$ cat config.mk
export PLATFORM = sky130hd
export DESIGN_NAME = clock_counter
export DESIGN_NICKNAME = d
export VERILOG_FILES = /design/src/rtl/clock_pkg.sv /design/src/rtl/bcd_counter.sv /design/src/rtl/clock_counter.sv
export SDC_FILE = /design/constraint.sdc
export NUM_CORES = 1
export LEC_CHECK = 0
export CAP_MARGIN = 20
export CORE_MARGIN = 5
export CORE_UTILIZATION = 30
export DETAILED_ROUTE_END_ITERATION = 16
export GPL_TIMING_DRIVEN = 0
export SLEW_MARGIN = 20
export SYNTH_ARGS = -nofsm -noshare
export SYNTH_HDL_FRONTEND = slang
export SYNTH_SLANG_ARGS = --single-unit
$ cat constraint.sdc
create_clock -name clk -period 2.55 [get_ports clk]
set_clock_uncertainty 0.15 [all_clocks]
set_input_delay 0.765 -clock clk [delete_from_list [all_inputs] [get_ports clk]]
set_output_delay 0.765 -clock clk [all_outputs]
set_load 0.03 [all_outputs]
$ cat src/rtl/clock_pkg.sv
// clock_pkg: shared state encoding, BCD limits and BCD increment helper for the clock core
package clock_pkg;
    typedef enum logic [1:0] {RUN, SET_HOUR, SET_MIN} state_t;
    localparam logic [7:0] HOUR_MAX = 8'h23;
    localparam logic [7:0] MIN_MAX  = 8'h59;
    localparam logic [7:0] SEC_MAX  = 8'h59;
    function automatic logic [7:0] bcd_inc(input logic [7:0] v);
        return (v[3:0] == 4'd9) ? {v[7:4] + 4'd1, 4'd0} : {v[7:4], v[3:0] + 4'd1};
    endfunction
endpackage

$ cat src/rtl/bcd_counter.sv
// bcd_counter: two-digit packed BCD counter wrapping at MAX, with combinational carry-out
module bcd_counter
    import clock_pkg::*;
#(
    parameter logic [7:0] MAX = 8'h59
) (
    input  logic       clk,
    input  logic       rst,
    input  logic       inc,
    input  logic       clr,
    output logic [7:0] value,
    output logic       carry
);
    logic [7:0] r_value;
    assign value = r_value;
    assign carry = inc && (r_value == MAX);
    always_ff @(posedge clk or posedge rst) begin
        if (rst)
            r_value <= 8'h00;
        else if (clr)
            r_value <= 8'h00;
        else if (inc)
            r_value <= carry ? 8'h00 : bcd_inc(r_value);
    end
endmodule

$ cat src/rtl/clock_counter.sv
// clock_counter: 1 Hz prescaler, 24-hour BCD timekeeping and key-driven hour/minute set mode
module clock_counter
    import clock_pkg::*;
#(
    parameter int CLK_DIV = 50_000_000
) (
    input  logic       clk,
    input  logic       rst,
    input  logic       key_mode,
    input  logic       key_inc,
    output logic [7:0] Hour,
    output logic [7:0] Minute,
    output logic [7:0] Second,
    output logic       Sec_Tick,
    output logic       Setting
);
    localparam int PW = $clog2(CLK_DIV);
    localparam logic [PW-1:0] PRE_MAX = PW'(CLK_DIV - 1);
    state_t        r_state;
    state_t        w_state_next;
    logic [PW-1:0] r_presc;
    logic [PW-1:0] w_presc_next;
    logic          r_key_mode_d;
    logic          r_key_inc_d;
    logic          r_sec_tick;
    logic          r_setting;
    logic          w_mode_ev;
    logic          w_inc_ev;
    logic          w_tick;
    logic          w_sec_clr;
    logic          w_sec_carry;
    logic          w_min_inc;
    logic          w_min_carry;
    logic          w_hour_inc;
    // mode has priority: an inc arriving on the same edge is dropped
    assign w_mode_ev = key_mode & ~r_key_mode_d;
    assign w_inc_ev  = key_inc & ~r_key_inc_d & ~w_mode_ev;
    always_comb begin
        w_state_next = !w_mode_ev ? r_state :
                       (r_state == RUN)      ? SET_HOUR :
                       (r_state == SET_HOUR) ? SET_MIN : RUN;
        w_tick       = (r_state == RUN) && !w_mode_ev && (r_presc == PRE_MAX);
        w_presc_next = (r_state != RUN || w_mode_ev || w_tick) ? '0 : r_presc + PW'(1);
        w_sec_clr    = (r_state == RUN) && w_mode_ev;
        w_min_inc    = w_sec_carry || ((r_state == SET_MIN) && w_inc_ev);
        w_hour_inc   = (w_sec_carry && w_min_carry) || ((r_state == SET_HOUR) && w_inc_ev);
    end
    always_ff @(posedge clk or posedge rst) begin
        if (rst)
            r_state <= RUN;
        else
            r_state <= w_state_next;
    end
    always_ff @(posedge clk or posedge rst) begin
        if (rst) begin
            r_presc      <= '0;
            r_key_mode_d <= 1'b0;
            r_key_inc_d  <= 1'b0;
            r_sec_tick   <= 1'b0;
            r_setting    <= 1'b0;
        end else begin
            r_presc      <= w_presc_next;
            r_key_mode_d <= key_mode;
            r_key_inc_d  <= key_inc;
            r_sec_tick   <= w_tick;
            r_setting    <= (w_state_next != RUN);
        end
    end
    bcd_counter #(.MAX(SEC_MAX)) u_sec (
        .clk(clk), .rst(rst), .inc(w_tick), .clr(w_sec_clr),
        .value(Second), .carry(w_sec_carry)
    );
    bcd_counter #(.MAX(MIN_MAX)) u_min (
        .clk(clk), .rst(rst), .inc(w_min_inc), .clr(1'b0),
        .value(Minute), .carry(w_min_carry)
    );
    // hours wrap at midnight with nothing above them, so their carry is left open
    bcd_counter #(.MAX(HOUR_MAX)) u_hour (
        .clk(clk), .rst(rst), .inc(w_hour_inc), .clr(1'b0),
        .value(Hour), .carry()
    );
    assign Sec_Tick = r_sec_tick;
    assign Setting  = r_setting;
endmodule

-- Yosys cells after proc, flatten, opt, wreduce, memory -nomap -nowiden
Cells that the tools add are included.
- add/sub/neg operators: 7
- equality and inequality tests: 9
- mux-type cells: 12
- bitwise logic cells: 6
- reduce and logical (&&, ||, !) cells: 24
- operators with widths (operator ; count):
    2-to-1 mux 8 bit ; 8
    adder 26 x 1 -> 26 bit (second input constant) ; 1
    equality test 26 bit (second input constant) ; 1
    2-to-1 mux 26 bit ; 1
    adder 4 x 1 -> 4 bit (second input constant) ; 6
    equality test 8 x 7 -> 1 bit (second input constant) ; 2
    equality test 4 bit (second input constant) ; 3
    nonzero test 2 bit ; 5
    logical AND 1 bit ; 9
    equality test 8 x 6 -> 1 bit (second input constant) ; 1
    2-to-1 mux 2 bit ; 3
    AND reduction 2 bit ; 3
    logical OR 1 bit ; 4
    AND 1 bit ; 3
    inverter 1 bit ; 3
    nonzero test 3 bit ; 1
    equality test 2 x 1 -> 1 bit (second input constant) ; 1
    equality test 2 bit (second input constant) ; 1
    zero test 2 bit ; 1
    zero test 1 bit ; 1
- bits in registers: 56
- input bits: 4

-- Logic depth before layout (Yosys ltp)
Gate-level depths: netlist of the first run.
- depth after elaboration: 13
- gate-level depth with buffers: 9

-- By module
Synthesis of the first run repeated with hierarchy kept, for this count alone.
- cell total of the unflattened synthesis: 330
- area total of the unflattened synthesis: 3229.3 um2
- by module, submodules not included (module ; times used ; cells an instance ; area an instance (um2)):
    clock_counter ; 1 ; 175 ; 1739.2
    bcd_counter at u_min ; 1 ; 54 ; 510.5
    bcd_counter at u_sec ; 1 ; 52 ; 509.2
    bcd_counter at u_hour ; 1 ; 49 ; 470.5

-- Least setup slack after synthesis of the first run
OpenSTA, ideal clock, no wires.
- path kind: input -> register
- start point: in key_mode
- end point: reg u_sec.r_value[7] (netlist: u_sec.value[7])
- setup time: 78 ps
- arrival time: 2267 ps
- required time: 2322 ps
- slack: 55 ps
- stages on the path: 7
- buffers on the path: 2
- cell sequence: nand2b_1 > clkbuf_1 > nand3_1 > or4_1 > buf_2 > or4_1 > a21oi_1
- longest elaborated chain between the ends: 8
- elaborated cells on any way between the ends: 12
- RTL lines (element ; RTL line ; text):
    from (decl) ; clock_counter.sv:9 ; input logic key_mode,
    AND 1 bit (*) ; clock_counter.sv:36 ; assign w_mode_ev = key_mode & ~r_key_mode_d;
    zero test 1 bit ; clock_counter.sv:42 ; w_tick = (r_state == RUN) && !w_mode_ev && (r_presc == PRE_MAX);
    logical AND 1 bit (2 in series) ; clock_counter.sv:42 ;
    logical AND 1 bit ; bcd_counter.sv:16 ; assign carry = inc && (r_value == MAX);
    2-to-1 mux 8 bit ; bcd_counter.sv:23 ; r_value <= carry ? 8'h00 : bcd_inc(r_value);
    2-to-1 mux 8 bit ; bcd_counter.sv:22 ; else if (inc)
    2-to-1 mux 8 bit ; bcd_counter.sv:20 ; else if (clr)
    to (signal assigned) ; bcd_counter.sv:23 ;
    to (decl) ; bcd_counter.sv:14 ; logic [7:0] r_value;
Every way passes the cells marked *; elsewhere a longest branch is shown, timed or not. The select of a mux whose other input is x is not followed.
A chain may end at the register's enable or synchronous reset.

-- Final worst setup path of the first run
- start point: reg u_sec.r_value[1] (netlist: u_sec.value[1])
- end point: reg u_sec.r_value[7] (netlist: u_sec.value[7])
- longest elaborated chain between the ends: 5
- elaborated cells on any way between the ends: 8
- RTL lines (element ; RTL line):
    equality test 8 x 7 -> 1 bit ; bcd_counter.sv:16
    logical AND 1 bit ; bcd_counter.sv:16
    2-to-1 mux 8 bit ; bcd_counter.sv:23
    2-to-1 mux 8 bit ; bcd_counter.sv:22
    2-to-1 mux 8 bit ; bcd_counter.sv:20
Parallel ways exist; a longest one is shown, timed or not. The select of a mux whose other input is x is not followed.

==> out/qor.txt, run 1 <==
=====================================================================================
Outcome                                                                     completed
Clock buffer count from CTS                                                         5
Post-detailed-route DRC marker count                                                0
Met2 layer wire length in the routed design                                   2620 µm
Clock tree from TritonCTS                                                        done
Area used by multi-input combinational logic                                 1410 µm²
Instance count along the most critical hold path                                    1
Max-slew headroom                                                               0.270
Starting DRT DRC Count                                                             88
Fillers                                                                           933
GRT Util Overall                                                                0.102
Most used cells in the layout excluding fill and tap cells               sky130_fd_sc_hd__dfrtp_1 (54), sky130_fd_sc_hd__nor2_1 (49), sky130_fd_sc_hd__nand2_1 (29)
Number of global-route vias before repair                                        2126
Starting Density                                                                0.307
Cells on worst reg2reg path                                                         8
Diode insertion count for antenna repair                                            0
Final Max Slew Viols                                                                0
Count of standard-cell rows                                                        35
Largest delay share family, worst path                                   simple AND/OR/NAND/NOR gates
Total number of yosys warnings                                                      0
Met3 layer wire length in the routed design                                    203 µm
Maximum net fanout on the critical path                                             9
First-pass GRT wire length                                                    9650 µm
Origin of the critical flop-to-flop path                                 u_sec.value[1]$_DFFE_PP0P_
Length of routed wiring on met1                                               2690 µm
Class of the most critical setup path                                    flip-flop to flip-flop
Most frequent standard cell in the layout excluding fill and tap cells   sky130_fd_sc_hd__dfrtp_1
Max IR drop VDD                                                            0.000428 V
Mapped Cells                                                                      294
Sum of net half-perimeters after detailed placement                           3820 µm
Number of clock sinks seen by CTS                                                  56
Worst setup SP type                                                         flip-flop
Clock root buffer master                                                 sky130_fd_sc_hd__clkbuf_8
Sequential area share after synthesis                                           0.494
Worst setup slack before clock tree synthesis                               -0.716 ns
Post-synth EDFFs                                                                    0
Antenna-violating nets left                                                         0
Final setup violating endpoints                                                     0
Number of antenna violations at the first check in global routing                   0
Crit-path cells                                                          inv_1 > ha_1 > and3b_2 > nand3_2 > or4_4 > buf_6 > or4_1 > a21oi_2
Die area                                                                    11500 µm²
Final core utilization                                                          0.385
Stage delay of the slowest cell on the critical path                          0.54 ns
Worst Hold Slack                                                             0.368 ns
Overall via count from detail_route                                              2195
Critical R2R Capture                                                     u_sec.value[7]$_DFFE_PP0P_
Uppermost layer routed                                                           met4
Synth Register Bits                                                                56
Worst endpoint required time                                                  2.65 ns
IO Port Bufs                                                                       29
WP buf/inv                                                                          2
Leakage power summed over all cells                                           1.51 nW
Clock-pin slew on the worst setup and hold paths                              0.10 ns
Stages on the worst setup path                                                      8
Cell variety after synth                                                           43
Post-detailed-routing wire length                                             5580 µm
Data arrival, critical path                                                   2.53 ns
Final estimated routing congestion in global placement                          0.754
Number of nets in the final layout                                                356
CP Capture Point                                                         u_sec.value[7]$_DFFE_PP0P_
Sequential standard cell area                                                1400 µm²
Maximum number of pins on one net before global-route repair                       57
Setup repair after global routing missed its margin                              true
Type of the most critical hold path                                      flip-flop to flip-flop
Area of the mapped netlist                                                   2840 µm²
Worst-margin pin slew                                                         1.09 ns
Launch point of the worst path                                           u_sec.value[1]$_DFFE_PP0P_
Die H                                                                          107 µm
Total of max-cap violations                                                         0
Clock latency at the later pin of the worst-skew pair                         0.31 ns
Maximum buffer depth of the clock tree                                              2
Worst-case setup margin in the final layout                                  0.122 ns
Final-layout setup total negative slack                                          0 ns
Area growth from synthesis to final layout                                      25.3%
Post-layout total power                                                       2.49 mW
Number of top-level pins                                                           30
H-tree depth reported by CTS                                                        2
Share of final-layout standard cells stronger than drive strength 1             0.129
Period utilisation layout                                                       0.952
First-pass detailed-route iteration total                                           4
Die X-Extent                                                                   107 µm
Number of failing hold endpoints at the final stage                                 0
WL per Instance                                                               11.9 µm
Vias per Instance                                                                4.68
Core Region                                                                  9240 µm²
Share of async-settable or async-resettable flops after synthesis                1.00
Most frequently used flop master after synthesis                         sky130_fd_sc_hd__dfrtp_1
Final global-route overflow total                                                   0
Critical Path End Type                                                      flip-flop
Critical-path cell with the highest stage delay                          sky130_fd_sc_hd__or4_4
Min Tclk post-route                                                           2.43 ns
Power density over the cells                                               700 nW/µm²
Reg-to-reg setup timing slack                                                 0.12 ns
Mean Syn Cell Area                                                           9.65 µm²
Maximum clock frequency                                                     0.412 GHz
Synthesized netlist net count                                                     311
=====================================================================================
-- worst min-delay path by stage --
| stage | from | endpoint | slack (ns) |
|---|---|---|---|
| finish | u_hour.value[7]$_DFFE_PP0P_ | u_hour.value[7]$_DFFE_PP0P_ | 0.37 |
| global route | u_hour.value[7]$_DFFE_PP0P_ | u_hour.value[7]$_DFFE_PP0P_ | 0.40 |
| CTS | u_hour.value[7]$_DFFE_PP0P_ | u_hour.value[7]$_DFFE_PP0P_ | 0.37 |
| detailed placement | r_presc[0]$_DFF_PP0_ | r_presc[0]$_DFF_PP0_ | 0.35 |
| global placement | r_presc[0]$_DFF_PP0_ | r_presc[0]$_DFF_PP0_ | 0.33 |
| floorplan | r_presc[0]$_DFF_PP0_ | r_presc[0]$_DFF_PP0_ | 0.31 |
-- sequential cells by signal (all words and copies together) (netlist names) --
signal and cells:
r_key_mode_d 1, u_min.value 8, u_sec.value 8, Setting 1, r_state 2, r_key_inc_d 1, r_presc 26, Sec_Tick 1
u_hour.value 8
-- stage by stage --
step           area (µm²)  cells
4_1_cts              3460    462
3_3_place_gp         3290    452
6_report             3550    469
5_1_grt              3550    469
3_5_place_dp         3290    452
2_1_floorplan        2840    294
-- area by class of cell --
class,instances,area share
Buffer,6,0.0102
Clock buffer,7,0.0271
Clock inverter,1,0.00845
Inverter,11,0.0123
Multi-Input combinational cell,219,0.397
Sequential cell,56,0.395
Tap cell,129,0.0454
Timing Repair Buffer,40,0.105
-- layer usage --
metal / GRT usage / vias to the layer above
met4: 0.0329 / 0
li1: - / 1095
met5: 0 / -
met2: 0.159 / 28
met1: 0.139 / 1066
met3: 0.0234 / 6
-- kinds of logic after synthesis --
| family | count (synthesis) | synth area share |
|---|---|---|
| simple gates | 142 | 0.248 |
| buf+inv | 19 | 0.0260 |
| xor+xnor | 25 | 0.0772 |
| compound gates | 32 | 0.0723 |
| mux | 7 | 0.0256 |
| flops | 56 | 0.494 |
| fa+ha+maj | 13 | 0.0573 |
-- timing repair --
item,4_1_cts,5_1_grt
hold buffers,0,0
pin swaps,1,3
endpoints found under the setup margin,37,27
resized for setup,8,11
setup buffers,4,7
-- where the power goes --
part	total, mW	switching, mW	internal [mW]
combinational	0.738	0.424	0.314
sequential	1.11	0.125	0.989
clock	0.636	0.289	0.347
-- synth_stat cells (4+ instances only) --
cell type / n / area [µm²]
sky130_fd_sc_hd__a21oi_1: 11 / 55.1
sky130_fd_sc_hd__inv_1: 11 / 41.3
sky130_fd_sc_hd__dfrtp_1: 56 / 1400
sky130_fd_sc_hd__o21ai_0: 8 / 40.0
sky130_fd_sc_hd__and3_1: 5 / 31.3
sky130_fd_sc_hd__nand2_1: 29 / 109
sky130_fd_sc_hd__mux2i_1: 5 / 50.1
sky130_fd_sc_hd__nor2_1: 49 / 184
sky130_fd_sc_hd__nand3_1: 21 / 105
sky130_fd_sc_hd__ha_1: 13 / 163
sky130_fd_sc_hd__xor2_1: 15 / 131
sky130_fd_sc_hd__xnor2_1: 10 / 87.6
sky130_fd_sc_hd__clkbuf_1: 6 / 22.5
sky130_fd_sc_hd__nand4_1: 4 / 25.0
sky130_fd_sc_hd__nor3_1: 8 / 40.0
(Power assumes the default switching activity.)
==> run 2: changes to the inputs <==
Settings changed: ABC_AREA set to 1.
==> out/qor.txt, run 2 <==
=====================================================================================
GRT Util Overall                                                                0.116
Top area cells in the synthesized netlist                                sky130_fd_sc_hd__dfrtp_1 (44%), sky130_fd_sc_hd__nand2_1 (11%), sky130_fd_sc_hd__nor2_1 (6.5%)
IO Port Bufs                                                                       29
Maximum number of pins on one net before global-route repair                       52
Cell variety after synth                                                           33
Maximum clock frequency                                                     0.416 GHz
Worst endpoint required time                                                  1.64 ns
Core Region                                                                 10400 µm²
Worst setup SP type                                                         flip-flop
Total number of yosys warnings                                                      0
Worst-case setup margin in the final layout                                  0.147 ns
Overall via count from detail_route                                              2773
Dominant combinational cell family by area after synthesis               simple AND/OR/NAND/NOR gates
Min Tclk post-route                                                           2.40 ns
WL per Instance                                                               12.3 µm
Post-synth EDFFs                                                                    0
Data arrival, critical path                                                   1.49 ns
Starting DRT DRC Count                                                            188
Part of the power in the clock network                                          0.245
Register with the most flip-flops                                             r_presc
Antenna-violating nets left                                                         0
Most frequently used flop master after synthesis                         sky130_fd_sc_hd__dfrtp_1
Sum of net half-perimeters after detailed placement                           5450 µm
First-pass detailed-route iteration total                                           5
Mapped Cells                                                                      406
WP buf/inv                                                                          1
Largest delay share family, worst path                                   buffers and inverters
Area used by multi-input combinational logic                                 1570 µm²
Outcome                                                                     completed
Post-detailed-routing wire length                                             7130 µm
Worst Hold Slack                                                             0.375 ns
Post-Synth XOR/XNOR Area                                                       0.0439
Final estimated routing congestion in global placement                          0.840
Die X-Extent                                                                   113 µm
Period utilisation layout                                                       0.942
Class of the most critical setup path                                    flip-flop to output pin
Leakage power summed over all cells                                           1.71 nW
Final core utilization                                                          0.367
Share of final-layout standard cells stronger than drive strength 1            0.0676
Proportion of netlist area held by the largest area contributor                 0.439
Clock root buffer master                                                 sky130_fd_sc_hd__clkbuf_8
Hold-fix buffers, CTS                                                               0
Max-slew headroom                                                               0.704
Type of the most critical hold path                                      flip-flop to flip-flop
Share of the synthesized area in compound gates (AO/OA/AOI/OAI)                0.0587
Sequential area share after synthesis                                           0.439
Starting Density                                                                0.308
Power density over the cells                                               658 nW/µm²
Most used cells in the layout excluding fill and tap cells               sky130_fd_sc_hd__nand2_1 (90), sky130_fd_sc_hd__dfrtp_1 (56), sky130_fd_sc_hd__nor2_1 (55)
Net Sw Frac                                                                     0.353
Clock buffer count from CTS                                                         5
Total of max-cap violations                                                         0
Count of standard-cell rows                                                        37
Final Max Slew Viols                                                                0
Most frequent cell after synthesis                                       sky130_fd_sc_hd__nand2_1
Number of clock sinks seen by CTS                                                  56
Crit-path cells                                                          clkdlybuf4s50_1
Mean Syn Cell Area                                                           7.87 µm²
Synth Register Bits                                                                56
Sequential standard cell area                                                1400 µm²
Worst setup slack before clock tree synthesis                               -0.138 ns
Count of buffers added by post-CTS timing repair for setup                          0
Share of power burned in registers                                              0.449
Combinational fraction of design power                                          0.307
Most frequent standard cell in the layout excluding fill and tap cells   sky130_fd_sc_hd__nand2_1
Die H                                                                          113 µm
Area share of fa/ha/maj cells after synthesis                                  0.0509
Clock tree from TritonCTS                                                        done
Synthesized netlist net count                                                     423
Psw                                                                          0.885 mW
Number of global-route vias before repair                                        2698
H-tree depth reported by CTS                                                        2
Vias per Instance                                                                4.78
Internal cell power                                                           1.62 mW
Number of failing hold endpoints at the final stage                                 0
Stage delay of the slowest cell on the critical path                          0.71 ns
Area growth from synthesis to final layout                                      19.1%
Diode insertion count for antenna repair                                            0
Clock latency at the later pin of the worst-skew pair                         0.31 ns
Number of resized instances in the post-cts repair step                             0
Maximum net fanout on the critical path                                             6
Worst-margin pin slew                                                        0.439 ns
Clock-pin slew on the worst setup and hold paths                              0.10 ns
Maximum buffer depth of the clock tree                                              2
Number of flip-flops under the largest register name                               26
Fillers                                                                          1079
Post-synthesis simple-gate area fraction                                        0.337
Share of synthesized area spent on multiplexers                                     0
First-pass GRT wire length                                                   12400 µm
Final setup violating endpoints                                                     0
Area of the mapped netlist                                                   3200 µm²
Share of async-settable or async-resettable flops after synthesis                1.00
Critical-path cell with the highest stage delay                          sky130_fd_sc_hd__clkdlybuf4s50_1
Top cell type by total area after synthesis                              sky130_fd_sc_hd__dfrtp_1
Critical Path End Type                                                     output pin
Final global-route overflow total                                                   0
Cell types with the highest counts after synthesis                       sky130_fd_sc_hd__nand2_1 (90), sky130_fd_sc_hd__dfrtp_1 (56), sky130_fd_sc_hd__nor2_1 (55)
Max IR drop VDD                                                            0.000462 V
Die area                                                                    12800 µm²
Post-detailed-route DRC marker count                                                0
Number of antenna violations at the first check in global routing                   0
Number of top-level pins                                                           30
Number of nets in the final layout                                                460
Setup repair after global routing missed its margin                             false
=====================================================================================
-- run 2: layout make-up --
cell class,instances,share of cell area
multi-input cells,293,0.411
flip-flops and latches,56,0.368
repair buffers,30,0.0835
inverters,53,0.0529
well taps,136,0.0447
clock buffers,6,0.0217
clock inverters,2,0.0102
plain buffers,4,0.00756
-- run 2: final timing paths --
path	start	end	slack [ns]	cells after the start
setup / recovery	u_min.value[4]$_DFFE_PP0P_	Minute[4]	0.15	1
hold / removal	r_presc[0]$_DFF_PP0_	r_presc[0]$_DFF_PP0_	0.37	1
setup reg to reg	r_presc[0]$_DFF_PP0_	r_presc[6]$_DFF_PP0_	0.37	9
hold reg to reg	r_presc[0]$_DFF_PP0_	r_presc[0]$_DFF_PP0_	0.37	1
max in group asynchronous	rst	r_presc[4]$_DFF_PP0_	1.27	3
min in group asynchronous	rst	u_hour.value[1]$_DFFE_PP0P_	0.52	2
-- run 2: power by group through the flow --
| stage | Clock [mW] | Combinational (mW) | Sequential [mW] |
|---|---|---|---|
| after floorplan | 0 | 0.322 | 1.29 |
| after global placement | 0 | 0.755 | 1.14 |
| after detailed placement | 0 | 0.777 | 1.14 |
| after CTS | 0.646 | 0.780 | 1.12 |
| after global routing | 0.679 | 0.847 | 1.14 |
| final | 0.613 | 0.768 | 1.12 |
-- run 2: cells by family (layout without fill, tap and decap cells) --
| logic type | Yosys count | after routing |
|---|---|---|
| simple gates | 233 | 233 |
| compound gates | 31 | 31 |
| flops | 56 | 56 |
| buf+inv | 57 | 95 |
| xor+xnor | 16 | 16 |
| fa+ha+maj | 13 | 13 |
-- run 2: through the flow --
stage | cells | total power [mW] | area, µm² | setup TNS [ns]
final | 580 | 2.50 | 3810 | 0
after floorplan | 406 | 1.62 | 3200 | 0
after global routing | 580 | 2.67 | 3810 | 0
after global placement | 571 | 1.89 | 3660 | -53.96
after CTS | 580 | 2.55 | 3810 | 0
after detailed placement | 572 | 1.91 | 3690 | -3.59
-- run 2: worst register-to-register path, delay by kind of cell, from the launching register on --
| family | cells | cell delay (ns) |
|---|---|---|
| flops | 1 | 0.42 |
| compound gates | 1 | 0.08 |
| simple gates | 5 | 0.78 |
| fa+ha+maj | 1 | 0.19 |
| buf+inv | 2 | 0.45 |
-- run 2: per-layer routing --
metal,share of wire,wire length (µm),up-vias,global-route usage
li1,-,-,1394,-
met3,0.038,271,10,0.0214
met4,0.011,81,0,0.0329
met1,0.48,3440,1304,0.156
met2,0.47,3330,65,0.192
met5,0,0,-,0
